`config.mk`:
```
export PLATFORM = sky130hd
export DESIGN_NAME = multicycle_control
export DESIGN_NICKNAME = d
export VERILOG_FILES = /design/src/rtl/multicycle_control.sv
export SDC_FILE = /design/constraint.sdc
export NUM_CORES = 1
export LEC_CHECK = 0
export BUFFER_PORTS_ARGS = -buffer_cell sky130_fd_sc_hd__buf_4
export CORE_ASPECT_RATIO = 0.9
export CORE_MARGIN = 3
export CORE_UTILIZATION = 30
export CTS_CLUSTER_SIZE = 16
export DETAILED_ROUTE_END_ITERATION = 8
export GPL_ROUTABILITY_DRIVEN = 0
export PLACE_DENSITY = 0.68
export SYNTH_ARGS = -nofsm -noshare
export SYNTH_HDL_FRONTEND = slang
export SYNTH_SLANG_ARGS = --single-unit
```
`constraint.sdc`:
```
create_clock -name clk -period 1.43 [get_ports clk]
set_input_delay 0.286 -clock clk [delete_from_list [all_inputs] [get_ports clk]]
set_output_delay 0.286 -clock clk [all_outputs]
set_load 0.02 [all_outputs]
```
`src/rtl/multicycle_control.sv`:
```
// Multicycle RV32I control FSM.
// Walks each instruction through fetch, decode, execute, memory and writeback
// states, steering the ALU operand muxes and operation code, sequencing the
// memory request/ready handshake and resolving branches from the ALU flags.
// Strobes are decoded combinationally from the current state and instruction;
// only the state and the sticky illegal flag are registered.
module multicycle_control #(
   parameter bit ILLEGAL_HALT = 1'b1
) (
   input  logic        clk,
   input  logic        rst,
   input  logic [31:0] instr,
   input  logic        zero,
   input  logic        signed_less_than,
   input  logic        mem_ready,
   output logic [3:0]  alu_operation,
   output logic [1:0]  alu_src_a,
   output logic [1:0]  alu_src_b,
   output logic [1:0]  result_src,
   output logic        adr_src,
   output logic        mem_req,
   output logic        mem_write,
   output logic        ir_write,
   output logic        pc_write,
   output logic        reg_write,
   output logic        retire,
   output logic        illegal
);

   typedef enum logic [3:0] {
      S_FETCH,
      S_DECODE,
      S_MEM_ADR,
      S_MEM_READ,
      S_MEM_WB,
      S_MEM_WRITE,
      S_EXEC_R,
      S_EXEC_I,
      S_EXEC_LUI,
      S_ALU_WB,
      S_BRANCH,
      S_JAL,
      S_JALR,
      S_HALT
   } state_t;

   localparam logic [3:0] ALU_ADD  = 4'b0000;
   localparam logic [3:0] ALU_SUB  = 4'b0001;
   localparam logic [3:0] ALU_AND  = 4'b0010;
   localparam logic [3:0] ALU_OR   = 4'b0011;
   localparam logic [3:0] ALU_XOR  = 4'b0100;
   localparam logic [3:0] ALU_SLT  = 4'b0101;
   localparam logic [3:0] ALU_SRL  = 4'b0110;
   localparam logic [3:0] ALU_SRA  = 4'b0111;
   localparam logic [3:0] ALU_SLL  = 4'b1000;
   localparam logic [3:0] ALU_SLTU = 4'b1001;

   localparam logic [6:0] OP_LOAD   = 7'b0000011;
   localparam logic [6:0] OP_STORE  = 7'b0100011;
   localparam logic [6:0] OP_REG    = 7'b0110011;
   localparam logic [6:0] OP_IMM    = 7'b0010011;
   localparam logic [6:0] OP_BRANCH = 7'b1100011;
   localparam logic [6:0] OP_JAL    = 7'b1101111;
   localparam logic [6:0] OP_JALR   = 7'b1100111;
   localparam logic [6:0] OP_LUI    = 7'b0110111;
   localparam logic [6:0] OP_AUIPC  = 7'b0010111;

   localparam logic [1:0] A_PC    = 2'b00;
   localparam logic [1:0] A_OLDPC = 2'b01;
   localparam logic [1:0] A_RS1   = 2'b10;
   localparam logic [1:0] A_ZERO  = 2'b11;
   localparam logic [1:0] B_RS2   = 2'b00;
   localparam logic [1:0] B_IMM   = 2'b01;
   localparam logic [1:0] B_FOUR  = 2'b10;
   localparam logic [1:0] R_ALUOUT = 2'b00;
   localparam logic [1:0] R_MEM    = 2'b01;
   localparam logic [1:0] R_ALUC   = 2'b10;

   state_t     state_q, state_d;
   logic       illegal_q, illegal_d;

   logic [6:0] opcode;
   logic [2:0] funct3;
   logic       funct7b5;
   logic       badBranch;
   logic       unusedInstrBits;

   assign opcode    = instr[6:0];
   assign funct3    = instr[14:12];
   assign funct7b5  = instr[30];
   assign badBranch = (funct3 == 3'b010) || (funct3 == 3'b011);
   assign unusedInstrBits = ^{instr[31], instr[29:15], instr[11:7]};
   assign illegal   = illegal_q;

   // ALU operation for register and immediate arithmetic; only R-type may subtract
   function automatic logic [3:0] arithOp(input logic [2:0] f3, input logic isReg,
                                          input logic b30);
      logic [3:0] op;
      op = ALU_ADD;
      case (f3)
         3'b000:  op = (isReg && b30) ? ALU_SUB : ALU_ADD;
         3'b001:  op = ALU_SLL;
         3'b010:  op = ALU_SLT;
         3'b011:  op = ALU_SLTU;
         3'b100:  op = ALU_XOR;
         3'b101:  op = b30 ? ALU_SRA : ALU_SRL;
         3'b110:  op = ALU_OR;
         default: op = ALU_AND;
      endcase
      return op;
   endfunction

   // Next-state selection, including the illegal-instruction exit out of decode
   always_comb begin
      state_d   = state_q;
      illegal_d = illegal_q;
      case (state_q)
         S_FETCH:     if (mem_ready) state_d = S_DECODE;
         S_DECODE: begin
            case (opcode)
               OP_LOAD, OP_STORE: state_d = S_MEM_ADR;
               OP_REG:            state_d = S_EXEC_R;
               OP_IMM:            state_d = S_EXEC_I;
               OP_JAL:            state_d = S_JAL;
               OP_JALR:           state_d = S_JALR;
               OP_LUI:            state_d = S_EXEC_LUI;
               OP_AUIPC:          state_d = S_ALU_WB;
               OP_BRANCH: begin
                  if (badBranch) begin
                     illegal_d = 1'b1;
                     state_d   = ILLEGAL_HALT ? S_HALT : S_FETCH;
                  end else begin
                     state_d = S_BRANCH;
                  end
               end
               default: begin
                  illegal_d = 1'b1;
                  state_d   = ILLEGAL_HALT ? S_HALT : S_FETCH;
               end
            endcase
         end
         S_MEM_ADR:   state_d = (opcode == OP_STORE) ? S_MEM_WRITE : S_MEM_READ;
         S_MEM_READ:  if (mem_ready) state_d = S_MEM_WB;
         S_MEM_WB:    state_d = S_FETCH;
         S_MEM_WRITE: if (mem_ready) state_d = S_FETCH;
         S_EXEC_R,
         S_EXEC_I,
         S_EXEC_LUI:  state_d = S_ALU_WB;
         S_ALU_WB:    state_d = S_FETCH;
         S_BRANCH:    state_d = S_FETCH;
         S_JALR:      state_d = S_JAL;
         S_JAL:       state_d = S_ALU_WB;
         S_HALT:      state_d = S_HALT;
         default:     state_d = S_FETCH;
      endcase
   end

   // State and sticky illegal flag; reset always returns to fetch
   always_ff @(posedge clk) begin
      if (rst) begin
         state_q   <= S_FETCH;
         illegal_q <= 1'b0;
      end else begin
         state_q   <= state_d;
         illegal_q <= illegal_d;
      end
   end

   // Datapath strobes decoded from state; everything is forced quiet while in reset
   always_comb begin
      alu_operation = ALU_ADD;
      alu_src_a     = A_PC;
      alu_src_b     = B_RS2;
      result_src    = R_ALUOUT;
      adr_src       = 1'b0;
      mem_req       = 1'b0;
      mem_write     = 1'b0;
      ir_write      = 1'b0;
      pc_write      = 1'b0;
      reg_write     = 1'b0;
      retire        = 1'b0;
      if (!rst) begin
         case (state_q)
            S_FETCH: begin
               mem_req    = 1'b1;
               alu_src_a  = A_PC;
               alu_src_b  = B_FOUR;
               result_src = R_ALUC;
               ir_write   = mem_ready;
               pc_write   = mem_ready;
            end
            S_DECODE: begin
               alu_src_a = A_OLDPC;
               alu_src_b = B_IMM;
            end
            S_EXEC_R: begin
               alu_src_a     = A_RS1;
               alu_src_b     = B_RS2;
               alu_operation = arithOp(funct3, 1'b1, funct7b5);
            end
            S_EXEC_I: begin
               alu_src_a     = A_RS1;
               alu_src_b     = B_IMM;
               alu_operation = arithOp(funct3, 1'b0, funct7b5);
            end
            S_EXEC_LUI: begin
               alu_src_a = A_ZERO;
               alu_src_b = B_IMM;
            end
            S_ALU_WB: begin
               result_src = R_ALUOUT;
               reg_write  = 1'b1;
               retire     = 1'b1;
            end
            S_MEM_ADR, S_JALR: begin
               alu_src_a = A_RS1;
               alu_src_b = B_IMM;
            end
            S_MEM_READ: begin
               mem_req = 1'b1;
               adr_src = 1'b1;
            end
            S_MEM_WB: begin
               result_src = R_MEM;
               reg_write  = 1'b1;
               retire     = 1'b1;
            end
            S_MEM_WRITE: begin
               mem_req   = 1'b1;
               mem_write = 1'b1;
               adr_src   = 1'b1;
               retire    = mem_ready;
            end
            S_BRANCH: begin
               alu_src_a  = A_RS1;
               alu_src_b  = B_RS2;
               result_src = R_ALUOUT;
               retire     = 1'b1;
               case (funct3)
                  3'b000: begin alu_operation = ALU_SUB;  pc_write = zero;              end
                  3'b001: begin alu_operation = ALU_SUB;  pc_write = !zero;             end
                  3'b100: begin alu_operation = ALU_SLT;  pc_write = signed_less_than;  end
                  3'b101: begin alu_operation = ALU_SLT;  pc_write = !signed_less_than; end
                  3'b110: begin alu_operation = ALU_SLTU; pc_write = zero;              end
                  3'b111: begin alu_operation = ALU_SLTU; pc_write = !zero;             end
                  default: begin alu_operation = ALU_ADD; pc_write = 1'b0;              end
               endcase
            end
            S_JAL: begin
               alu_src_a  = A_OLDPC;
               alu_src_b  = B_FOUR;
               result_src = R_ALUOUT;
               pc_write   = 1'b1;
            end
            default: begin
               alu_operation = ALU_ADD;
            end
         endcase
      end
   end

endmodule

```
==> results.txt, run 1 <==
Number of filler instances in the final layout = 208
Final instance area = 2090 µm²
Destination of the worst hold path = state_q[1]
Placed standard-cell area = 1610 µm²
Met3 capacity usage during global routing = 3.44%
Area of the core = 2840 µm²
Share of flip-flops with an asynchronous set or reset after synthesis = 0%
Final Worst Setup Slack = -0.484 ns
Launch point of the worst hold path = instr[1]
Busiest metal layer after global routing = met2
Total CTS buffers = 3
Synthesized netlist net count = 178
Final setup viols = 22
Global-route wire length before repair = 6490 µm
Vias post-DR = 1,474
R2R Path Start = state_q[3]
I/O pin cnt = 55
Cell type with the highest aggregate area in the netlist = sky130_fd_sc_hd__dfxtp_1
Nets = 260
Min-delay worst type = in2reg
Slew HR = 74.2%
Met2 layer usage reported by global route = 42.2%
Path depth of the worst reg2reg path = 9
Largest vdd supply drop = 0.458 mV
Count of antenna diodes in the layout = 0
Count of unresolved DRC violations after routing = 0
TritonCTS clock tree = built
Count of antenna-violating nets left after detailed routing = 0
Post-Synthesis Mean Instance Area = 6.57 µm²
Vias in the first global route = 1,458
Longest individual stage delay on the worst path = 0.36 ns
Netlist cell types = 50
Static leakage = 0.843 nW
Overflow left after global routing = 0
Sum of net half-perimeters after detailed placement = 2740 µm
Maximum level of the CTS H-tree = 1
Vertical die dimension = 58.7 µm
Detailed-router iteration count before antenna repair = 4
Average wire per standard cell = 16.7 µm
Startpoint type of the worst setup path = register
Combined flip-flop and latch cell area = 113 µm²
Cell at the root of the clock tree = sky130_fd_sc_hd__clkbuf_4
Portion of the clock cycle consumed by the worst path in the final layout = 134%
Hold buffer count at cts = 0
Max-cap violation count = 0
Clock Latency Late Sink = 0.24 ns
Number of antenna violations at the first check in global routing = 0
Worst hold path cell count = 3
Detailed Route Iter0 Violations = 62
Overall die area = 3790 µm²
DRT Wirelength = 4370 µm
Final min period = 1.91 ns
GRT met1 Usage = 24.5%
Slew at the pin closest to its max-slew limit = 0.377 ns
Area growth syn-to-layout = 126%
Biggest fanout along the worst timing path = 5
Post-synthesis instance area = 926 µm²
Setup slack on the worst flop-to-flop path = -0.24 ns
Cell family contributing the most delay on the critical path = compound AO/OA/AOI/OAI gates
Slowest stage cell on the critical path = sky130_fd_sc_hd__dfxtp_4
Status = finished, violations left
Multi-input combinational cell area = 1080 µm²
Row Count = 18
Share of the synthesized area in the top cell type = 10.8%
Synthesis-stage register bit count = 5
RSZ-0062 raised after global routing = true
GR Util All Layers = 21.7%
Final slew viol count = 0
Via density per instance = 5.63
Number of synthesized flops with an enable pin = 0
Violations in the final reports = setup timing
Maximum frequency from static timing analysis = 522 MHz
Initial cell density of the core = 32.6%
CTS clk-pin slew, worst paths = 0.04 ns
Power density cells = 738 nW/µm²
Setup CP Type = reg2out
Clk sinks = 5
Yosys warns = 0
Arrival time of the worst setup path = 1.63 ns
Mapped Cells = 141
Layout cell share with drive strength beyond 1 = 69.4%
Count of buffers inserted at the top-level ports = 33
Predominant post-synthesis flop cell = sky130_fd_sc_hd__dfxtp_1
CP required = 1.14 ns
Number of endpoints with negative hold slack in the final report = 0
Worst Hold Margin = 0.349 ns
Worst setup startpoint = state_q[3]
FF-to-FF End = state_q[0]
Critical Path End Type = primary output
Worst Path Buf+Inv = 1
Worst Clk Skew = 0.000379 ns
Maximum number of pins on one net before global-route repair = 20
CP cell instances = and2b_1 > and2_4 > o22ai_4 > a2111oi_4 > buf_4
Die width = 64.6 µm
Post-synthesis sequential area ratio = 10.8%
Cell types occupying the most area after synthesis = sky130_fd_sc_hd__dfxtp_1, sky130_fd_sc_hd__a21oi_1, sky130_fd_sc_hd__nor3_1, sky130_fd_sc_hd__nand2_1, sky130_fd_sc_hd__nor2_1
Clock buffer depth = 2
-- per-stage QoR --
step / instances / setup WS, ns / utilization [%] / setup TNS (ns) / power [W]
after global placement: 241 / -0.228 / 56.6 / -1.71 / 0.000937
after global routing: 262 / -0.550 / 73.6 / -8.35 / 0.00164
final: 262 / -0.484 / 73.6 / -6.70 / 0.00154
after detailed placement: 241 / -0.258 / 56.6 / -2.05 / 0.000955
after CTS: 254 / -0.496 / 67.5 / -5.35 / 0.00134
after floorplan: 141 / -0.141 / - / -0.553 / 0.000645
-- worst reg2reg max path: stages (launching register included) --
cell,delay [ns]
sky130_fd_sc_hd__dfxtp_4,0.37
sky130_fd_sc_hd__buf_4,0.12
sky130_fd_sc_hd__buf_6,0.10
sky130_fd_sc_hd__buf_4,0.12
sky130_fd_sc_hd__buf_6,0.12
sky130_fd_sc_hd__buf_6,0.10
sky130_fd_sc_hd__a21oi_4,0.05
sky130_fd_sc_hd__o221ai_2,0.20
sky130_fd_sc_hd__o21ai_1,0.10
sky130_fd_sc_hd__o31a_1,0.27
-- sequential cells by signal, summed over array words and instances, names as in the netlist --
name / flops
state_q: 4
illegal: 1
-- per-layer routing --
metal	up-vias	routed length, µm
met5	-	0
met1	709	1720
met3	10	242
met2	63	2290
met4	0	116
li1	692	-
-- Yosys cell counts (all sizes together), types with 3 or more instances --
master / n
a21oi: 15
nand2: 14
nor2: 14
nor3: 10
buf: 9
o21ai: 7
dfxtp: 5
inv: 5
nand3: 5
nor2b: 5
a2111oi: 4
nand2b: 4
or3: 4
a21boi: 3
and2: 3
nand4: 3
nor4: 3
o31ai: 3
-- report_power, final --
| group | switching [W] | internal, W |
|---|---|---|
| combinational | 0.000570 | 0.000605 |
| clock | 0.0000627 | 0.000106 |
| sequential | 0.0000335 | 0.000164 |
| total | 0.000666 | 0.000875 |
-- kinds of logic (layout without fill, tap and decap cells) --
logic type	Yosys count	count (layout)	share of synthesized area [%]
buffers and inverters	16	97	8.51
xor gates and xnor gates	4	4	3.78
DFF	5	5	10.8
AOI/OAI and AO/OA	46	46	34.5
and+or+nand+nor	69	69	41.4
muxes	1	1	1.08
-- repair_timing --
item,4_1_cts,5_1_grt
pin swaps,20,13
resized for setup,58,26
endpoints found under the setup margin,20,22
buffers inserted,9,10
-- placed cells by master (no fill, tap or decap), types with 2 or more instances in the layout --
master / count
sky130_fd_sc_hd__nor2b_4: 2
sky130_fd_sc_hd__a21boi_2: 3
sky130_fd_sc_hd__and2_4: 2
sky130_fd_sc_hd__o31ai_1: 3
sky130_fd_sc_hd__xnor2_2: 2
sky130_fd_sc_hd__a21oi_2: 5
sky130_fd_sc_hd__a211oi_2: 2
sky130_fd_sc_hd__dfxtp_4: 3
sky130_fd_sc_hd__nor4_1: 2
sky130_fd_sc_hd__clkbuf_4: 3
sky130_fd_sc_hd__a31oi_1: 2
sky130_fd_sc_hd__or3_1: 2
sky130_fd_sc_hd__nand2_1: 8
sky130_fd_sc_hd__inv_1: 3
sky130_fd_sc_hd__a2111oi_4: 2
sky130_fd_sc_hd__nor3_1: 4
sky130_fd_sc_hd__nor2_1: 7
sky130_fd_sc_hd__o21ai_0: 2
sky130_fd_sc_hd__xor2_1: 2
sky130_fd_sc_hd__or3_4: 2
sky130_fd_sc_hd__a21oi_1: 7
sky130_fd_sc_hd__buf_12: 3
sky130_fd_sc_hd__o21ai_1: 3
sky130_fd_sc_hd__buf_6: 25
sky130_fd_sc_hd__nand3_1: 3
sky130_fd_sc_hd__nor3_2: 5
sky130_fd_sc_hd__nor2b_2: 3
sky130_fd_sc_hd__nand2_4: 5
sky130_fd_sc_hd__o21ai_2: 2
sky130_fd_sc_hd__o21a_1: 2
sky130_fd_sc_hd__nand2b_1: 2
sky130_fd_sc_hd__nand4_1: 3
sky130_fd_sc_hd__nor2_4: 4
sky130_fd_sc_hd__a21oi_4: 3
sky130_fd_sc_hd__nand2b_4: 2
sky130_fd_sc_hd__nor2_2: 3
sky130_fd_sc_hd__buf_4: 59
-- area by class of cell --
cell class / instances / share of cell area [%]
multi-input cells: 120 / 51.6
repair buffers: 88 / 38.3
flip-flops and latches: 5 / 5.39
well taps: 40 / 2.40
clock buffers: 4 / 1.26
inverters: 5 / 1.02
-- worst max path at each step --
| stage | endpoint | slack [ns] | depth (start not counted) |
|---|---|---|---|
| floorplan | alu_operation[0] | -0.14 | 5 |
| global placement | alu_operation[0] | -0.23 | 5 |
| detailed placement | alu_operation[0] | -0.26 | 7 |
| CTS | alu_operation[0] | -0.50 | 5 |
| global route | alu_operation[0] | -0.55 | 5 |
| finish | alu_operation[0] | -0.48 | 5 |
No activity file was read; power rests on OpenSTA's default activity.
==> inputs of run 2 (changes only) <==
--- a/config.mk
+++ b/config.mk
@@ -6,7 +6,7 @@
 export NUM_CORES = 1
 export LEC_CHECK = 0
 export BUFFER_PORTS_ARGS = -buffer_cell sky130_fd_sc_hd__buf_4
-export CORE_ASPECT_RATIO = 0.9
+export CORE_ASPECT_RATIO = 1.75
 export CORE_MARGIN = 3
 export CORE_UTILIZATION = 30
 export CTS_CLUSTER_SIZE = 16
==> run 2 against run 1 <==
  * The flow still finishes with violations (setup timing)
  * Register-to-register slack gained 0.07 ns
  * Routed wire length fell by 3.5%
  * Clock power is 57% higher
  * Die area grew 0.66%
  * Global-route usage up 1.2 points
  * Combinational power is 8% lower
  * Critical endpoint is now mem_req
  * Sequential share of layout area grew 0.22 points
  * Final area decreased by 1.8%
  * Highest routed layer unchanged
  * Hold slack better by 0.028 ns
  * Largest cell class unchanged
==> results.txt, run 2 (same netlist as run 1, synthesis figures left out) <==
Status = finished, violations left
Violations in the final reports = setup timing
Detailed-router iteration count before antenna repair = 5 (+1)
Sum of net half-perimeters after detailed placement = 2670 µm (-2.8%)
Worst setup startpoint = state_q[0]
Cell family contributing the most delay on the critical path = buffers and inverters
Worst Path Buf+Inv = 3 (+2)
Met2 layer usage reported by global route = 42.4% (+0.23 points)
Global-route wire length before repair = 6530 µm (+0.74%)
DRT Wirelength = 4210 µm (-3.5%)
Vias in the first global route = 1,472 (+0.96%)
Count of unresolved DRC violations after routing = 0 (unchanged)
Launch point of the worst hold path = instr[1]
Arrival time of the worst setup path = 1.52 ns (-0.11 ns)
Detailed Route Iter0 Violations = 29 (-53%)
Vias post-DR = 1,435 (-2.6%)
Final setup viols = 22 (unchanged)
Initial cell density of the core = 31.6% (-1.0 points)
Row Count = 26 (+8)
Critical Path End Type = primary output
Cell at the root of the clock tree = sky130_fd_sc_hd__clkbuf_8
Cell seen most often among critical-path stages = sky130_fd_sc_hd__buf_6
FF-to-FF End = state_q[0]
Final Instance Count excl. Fillers = 244 (-6.9%)
Final Worst Setup Slack = -0.379 ns (+0.105 ns)
Final min period = 1.81 ns (-0.105 ns)
Final slew viol count = 0 (unchanged)
Layout cell share with drive strength beyond 1 = 70.4% (+1.0 points)
Worst hold path cell count = 3 (unchanged)
Overflow left after global routing = 0 (unchanged)
Slowest stage cell on the critical path = sky130_fd_sc_hd__dfxtp_4
Startpoint type of the worst setup path = register
Portion of the clock cycle consumed by the worst path in the final layout = 126% (-7.4 points)
Internal = 0.000902 W (+3.0%)
Power, Total = 0.00155 W (+0.75%)
Static leakage = 0.810 nW (-4.0%)
Path depth of the worst reg2reg path = 9 (unchanged)
Clock buffer depth = 2 (unchanged)
Count of antenna diodes in the layout = 0 (unchanged)
Slew at the pin closest to its max-slew limit = 0.401 ns (+0.0247 ns)
Part of the total power dissipated in the clock network = 17.1% (+6.2 points)
Net Sw Frac = 41.9% (-1.3 points)
Maximum number of pins on one net before global-route repair = 12 (-40%)
R2R Path Start = state_q[2]
Final core utilization = 70.0% (-3.5 points)
Longest individual stage delay on the worst path = 0.39 ns (+0.03 ns)
Placed standard-cell area = 1540 µm² (-4.0%)
I/O pin cnt = 55 (unchanged)
Clock Latency Late Sink = 0.22 ns (-0.02 ns)
Largest vdd supply drop = 0.884 mV (+93%)
Setup CP Type = reg2out
Power density cells = 757 nW/µm² (+2.6%)
CP required = 1.14 ns (about the same)
RSZ-0062 raised after global routing = true
CTS clk-pin slew, worst paths = 0.04 ns (about the same)
Final instance area = 2050 µm² (-1.8%)
Max-cap violation count = 0 (unchanged)
Setup slack on the worst flop-to-flop path = -0.17 ns (+0.07 ns)
Maximum level of the CTS H-tree = 1 (unchanged)
Part of the power in combinational logic = 70.4% (-5.8 points)
Worst Clk Skew = 0.00405 ns (+0.00367 ns)
Overall die area = 3820 µm² (+0.66%)
Met3 capacity usage during global routing = 2.03% (-1.4 points)
Worst Setup Slack post-DPL = -0.208 ns (+0.0499 ns)
TritonCTS clock tree = built
Biggest fanout along the worst timing path = 5 (unchanged)
Number of antenna violations at the first check in global routing = 0 (unchanged)
Clk sinks = 5 (unchanged)
CP cell instances = buf_6 > nor2b_4 > buf_6 > nor3_4 > a21oi_2 > nor3_2 > buf_4
Average wire per standard cell = 17.3 µm (+3.6%)
Register with the most flip-flops = state_q
GRT met1 Usage = 23.0% (-1.6 points)
Total CTS buffers = 3 (unchanged)
Most common cell after layout, fill and taps aside = sky130_fd_sc_hd__buf_4
Die width = 48.0 µm (-26%)
Slew HR = 72.5% (-1.7 points)
GR Util All Layers = 22.8% (+1.2 points)
Switching component of the power = 0.000651 W (-2.2%)
Cell total after placement = 224 (-7.1%)
Maximum frequency from static timing analysis = 553 MHz (+5.8%)
Via density per instance = 5.88 (+4.5%)
Number of flip-flops under the largest register name = 4 (unchanged)
Min-delay worst type = in2reg
Number of endpoints with negative hold slack in the final report = 0 (unchanged)
Busiest metal layer after global routing = met2
Nets = 254 (-2.3%)
Area of the core = 2930 µm² (+3.2%)
Area growth syn-to-layout = 121%
Count of antenna-violating nets left after detailed routing = 0 (unchanged)
Vertical die dimension = 79.5 µm (+35%)
Destination of the worst hold path = state_q[1]
Commonest non-fill, non-tap cells in the layout = sky130_fd_sc_hd__buf_4, sky130_fd_sc_hd__buf_6, sky130_fd_sc_hd__a21oi_2, sky130_fd_sc_hd__nand2_1, sky130_fd_sc_hd__a21oi_1
Count of buffers inserted at the top-level ports = 33 (unchanged)
Part of the power in registers = 12.5% (-0.3 points)
==> run 2: worst register-to-register path: cells and delay by family, from the launching register on <==
kind                   cells  cell delay, ns
flip-flops                 1            0.35
AO/OA/AOI/OAI              4            0.56
buffers and inverters      4            0.47
AND/OR/NAND/NOR            1            0.11
==> run 2: how the worst max path moves through the flow <==
stage,depth (start not counted),slack [ns],endpoint
detailed placement,7,-0.21,alu_operation[0]
floorplan,5,-0.14,alu_operation[0]
CTS,5,-0.40,alu_operation[0]
global placement,7,-0.21,alu_operation[0]
global route,7,-0.46,mem_req
finish,7,-0.38,mem_req
==> run 2: through the flow <==
| step | hold slack (ns) | setup TNS [ns] |
|---|---|---|
| floorplan | 0.429 | -0.553 |
| global placement | 0.437 | -1.76 |
| detailed placement | 0.449 | -1.93 |
| CTS | 0.342 | -4.87 |
| global route | 0.389 | -6.87 |
| finish | 0.377 | -5.53 |
==> run 2: final cells by class <==
class / instances / area [µm²]
Clock buffer: 4 / 45.0
Fill cell: 223 / 877
Inverter: 5 / 26.3
Multi-Input combinational cell: 120 / 1090
Sequential cell: 5 / 115
Tap cell: 28 / 35.0
Timing Repair Buffer: 82 / 736
==> run 2: timing repair <==
item / 4_1_cts / 5_1_grt
buffers inserted: 18 / 9
resized for setup: 68 / 22
hold buffers: 0 / 0
endpoints found under the hold margin: 0 / 0
endpoints found under the setup margin: 22 / 22
pin swaps: 29 / 23
==> run 2: power by group through the flow <==
stage,registers (W),logic (W),clock network (W)
floorplan,0.000191,0.000454,0
global placement,0.000191,0.000726,0
detailed placement,0.000192,0.000737,0
CTS,0.000190,0.00101,0.000262
global route,0.000197,0.00115,0.000283
finish,0.000195,0.00109,0.000265
==> run 2: per-layer routing <==
metal / part of all wire [%] / routed length, µm
met3: 4.6 / 193
met4: 4.1 / 174
met1: 35 / 1470
met5: 0 / 0
met2: 56 / 2370
==> inputs of run 3 (changes only) <==
--- a/config.mk
+++ b/config.mk
@@ -5,6 +5,7 @@
 export SDC_FILE = /design/constraint.sdc
 export NUM_CORES = 1
 export LEC_CHECK = 0
+export ABC_AREA = 1
 export BUFFER_PORTS_ARGS = -buffer_cell sky130_fd_sc_hd__buf_4
 export CORE_ASPECT_RATIO = 1.75
 export CORE_MARGIN = 3
@@ -12,7 +13,7 @@
 export CTS_CLUSTER_SIZE = 16
 export DETAILED_ROUTE_END_ITERATION = 8
 export GPL_ROUTABILITY_DRIVEN = 0
-export PLACE_DENSITY = 0.68
+export PLACE_DENSITY = 0.7
 export SYNTH_ARGS = -nofsm -noshare
 export SYNTH_HDL_FRONTEND = slang
 export SYNTH_SLANG_ARGS = --single-unit
==> run 3 against run 2 <==
  * Power is 23% higher
  * Routed wire length decreased by 29%
  * Clock skew decreased by 0.0037 ns
  * Highest routed layer unchanged
  * The flow still finishes with violations (setup timing)
  * Die area down 10%
  * Critical endpoint is now alu_operation[3]
==> results.txt, run 3 <==
Launch point of the worst hold path = mem_ready
Worst hold path cell count = 4 (+1)
Placed standard-cell area = 1300 µm² (-16%)
Cell type with the highest aggregate area in the netlist = sky130_fd_sc_hd__nand2_1
I/O pin cnt = 55 (unchanged)
Final setup viols = 18 (-18%)
Commonest non-fill, non-tap cells in the layout = sky130_fd_sc_hd__buf_4, sky130_fd_sc_hd__nand2_1, sky130_fd_sc_hd__nor2_1, sky130_fd_sc_hd__inv_1, sky130_fd_sc_hd__nand3_1
Setup CP Type = reg2out
Part of the power in combinational logic = 72.6% (+2.2 points)
Final Worst Setup Slack = -0.318 ns (+0.0607 ns)
Clock buffer depth = 2 (unchanged)
Switching component of the power = 0.000913 W (+40%)
Path depth of the worst reg2reg path = 12 (+3)
Yosys warns = 0 (unchanged)
Arrival time of the worst setup path = 1.46 ns (-0.06 ns)
Maximum frequency from static timing analysis = 572 MHz (+3.5%)
Layout cell share with drive strength beyond 1 = 53.2% (-17 points)
Register with the most flip-flops = state_q
Post-synthesis sequential area ratio = 12.2% (+1.4 points)
Violations in the final reports = setup timing
Area growth syn-to-layout = 89.9%
Setup slack on the worst flop-to-flop path = -0.10 ns (+0.07 ns)
Share of flip-flops with an asynchronous set or reset after synthesis = 0% (unchanged)
Die width = 45.5 µm (-5.2%)
Overall die area = 3420 µm² (-10%)
Area of the core = 2550 µm² (-13%)
Portion of the clock cycle consumed by the worst path in the final layout = 122% (-4.2 points)
Detailed Route Iter0 Violations = 10 (-66%)
Power, Total = 0.00191 W (+23%)
Net Sw Frac = 47.9% (+6.0 points)
Count of antenna-violating nets left after detailed routing = 0 (unchanged)
Largest vdd supply drop = 1.05 mV (+19%)
Slew at the pin closest to its max-slew limit = 0.297 ns (-0.104 ns)
Predominant post-synthesis flop cell = sky130_fd_sc_hd__dfxtp_1
Mapped Cells = 153 (+8.5%)
CTS clk-pin slew, worst paths = 0.03 ns (about the same)
Worst Setup Slack post-DPL = -0.167 ns (+0.0404 ns)
Vias in the first global route = 1,132 (-23%)
Detailed-router iteration count before antenna repair = 4 (-1)
Startpoint type of the worst setup path = register
Cell types occupying the most area after synthesis = sky130_fd_sc_hd__nand2_1, sky130_fd_sc_hd__dfxtp_1, sky130_fd_sc_hd__nor2_1, sky130_fd_sc_hd__inv_1, sky130_fd_sc_hd__nand3_1
Hold buffer count at cts = 0 (unchanged)
Critical Path End Type = primary output
Part of the total power dissipated in the clock network = 13.4% (-3.7 points)
Status = finished, violations left
Vias post-DR = 1,208 (-16%)
Share of the synthesized area in the top cell type = 15.6% (+4.8 points)
CP required = 1.14 ns (about the same)
Netlist cell types = 26 (-48%)
Power density cells = 1230 nW/µm² (+62%)
Number of flip-flops under the largest register name = 4 (unchanged)
Biggest fanout along the worst timing path = 4 (-1)
Number of antenna violations at the first check in global routing = 0 (unchanged)
Global-route wire length before repair = 4370 µm (-33%)
Static leakage = 0.760 nW (-6.2%)
Vertical die dimension = 75.1 µm (-5.5%)
Overflow left after global routing = 0 (unchanged)
Count of unresolved DRC violations after routing = 0 (unchanged)
Number of filler instances in the final layout = 248 (+11%)
FF-to-FF End = state_q[0]
Part of the power in registers = 14.0% (+1.5 points)
R2R Path Start = state_q[3]
Final min period = 1.75 ns (-0.0607 ns)
Average wire per standard cell = 12.4 µm (-28%)
Slew HR = 80.0% (+7.5 points)
Post-synthesis instance area = 818 µm² (-12%)
Most frequent cell after synthesis = sky130_fd_sc_hd__nand2_1
Destination of the worst hold path = state_q[1]
Total CTS buffers = 3 (unchanged)
Synthesis-stage register bit count = 5 (unchanged)
GR Util All Layers = 16.6% (-6.2 points)
Maximum level of the CTS H-tree = 1 (unchanged)
Final slew viol count = 0 (unchanged)
Number of synthesized flops with an enable pin = 0 (unchanged)
Max-cap violation count = 0 (unchanged)
Row Count = 24 (-7.7%)
Top cells by instance count after synthesis = sky130_fd_sc_hd__nand2_1, sky130_fd_sc_hd__nor2_1, sky130_fd_sc_hd__inv_1, sky130_fd_sc_hd__nand3_1, sky130_fd_sc_hd__a21oi_1
Cell at the root of the clock tree = sky130_fd_sc_hd__clkbuf_8
Number of endpoints with negative hold slack in the final report = 0 (unchanged)
Clock Latency Late Sink = 0.22 ns (about the same)
DRT Wirelength = 2990 µm (-29%)
TritonCTS clock tree = built
Post-Route Setup TNS = -3.39 ns (+2.14 ns)
Most common cell after layout, fill and taps aside = sky130_fd_sc_hd__buf_4
Post-Synthesis Mean Instance Area = 5.35 µm² (-19%)
Worst Clk Skew = 0.000323 ns (-0.00373 ns)
Count of buffers inserted at the top-level ports = 33 (unchanged)
Initial cell density of the core = 32.1% (+0.43 points)
Sum of net half-perimeters after detailed placement = 2250 µm (-16%)
Nets = 254 (unchanged)
Clk sinks = 5 (unchanged)
Count of antenna diodes in the layout = 0 (unchanged)
Via density per instance = 4.99 (-15%)
Internal = 0.000992 W (+10%)
RSZ-0062 raised after global routing = true
Final instance area = 1550 µm² (-24%)
Synthesized netlist net count = 190 (+6.7%)
Maximum number of pins on one net before global-route repair = 16 (+4)
Min-delay worst type = in2reg
## run 3: how the worst max path moves through the flow
stage	to	slack (ns)	depth (start not counted)	start
4_1_cts	alu_operation[3]	-0.27	6	state_q[2]
2_1_floorplan	pc_write	-0.06	6	state_q[3]
5_1_grt	alu_operation[0]	-0.39	8	state_q[3]
3_5_place_dp	pc_write	-0.17	10	instr[13]
3_3_place_gp	pc_write	-0.17	10	instr[13]
6_report	alu_operation[3]	-0.32	6	state_q[2]
## run 3: timing repair
item | CTS | global route
pin swaps | 4 | 15
gates resized for setup | 14 | 32
setup endpoints to repair | 18 | 18
cloned | 0 | 0
buffers inserted | 2 | 4
## run 3: final cells by class
type	instances	area, µm²	area share, %
inverters	26	108	6.92
flip-flops and latches	5	113	7.25
clock buffers	4	45.0	2.90
multi-input cells	121	768	49.4
well taps	26	32.5	2.09
repair buffers	60	488	31.4
## run 3: cells by family (layout without fill, tap and decap cells)
kind of cell    Yosys count  in the layout  synth area share [%]
buf+inv                  27             90                  12.4
compound gates           31             31                  23.5
simple gates             90             90                  51.8
flops                     5              5                  12.2
## run 3: worst max-delay path, cell delays in order, from the launching register on
cell	delay, ns
sky130_fd_sc_hd__dfxtp_4	0.36
sky130_fd_sc_hd__inv_2	0.07
sky130_fd_sc_hd__nand2_2	0.07
sky130_fd_sc_hd__nor2_4	0.18
sky130_fd_sc_hd__inv_2	0.09
sky130_fd_sc_hd__o41ai_4	0.28
sky130_fd_sc_hd__buf_4	0.19
## run 3: stage by stage
step           hold slack [ns]  util, %  std cells
6_report                 0.392     60.9        242
5_1_grt                  0.428     60.9        242
4_1_cts                  0.384     54.8        238
3_5_place_dp             0.467     50.9        232
3_3_place_gp             0.459     50.9        232
2_1_floorplan            0.482        -        153
## run 3: layer usage
| layer | vias up | global-route usage [%] | wire, µm |
|---|---|---|---|
| li1 | 629 | - | - |
| met4 | 0 | 6.51 | 51 |
| met3 | 8 | 1.91 | 61 |
| met2 | 17 | 32.8 | 1810 |
| met1 | 554 | 16.3 | 1070 |
| met5 | - | 0 | 0 |
## run 3: power groups by stage
| stage | logic [W] | registers (W) | clock network [W] |
|---|---|---|---|
| floorplan | 0.000661 | 0.000253 | 0 |
| CTS | 0.00120 | 0.000243 | 0.000263 |
| global route | 0.00150 | 0.000275 | 0.000278 |
| finish | 0.00138 | 0.000268 | 0.000255 |
| detailed placement | 0.00116 | 0.000233 | 0 |
| global placement | 0.00115 | 0.000232 | 0 |
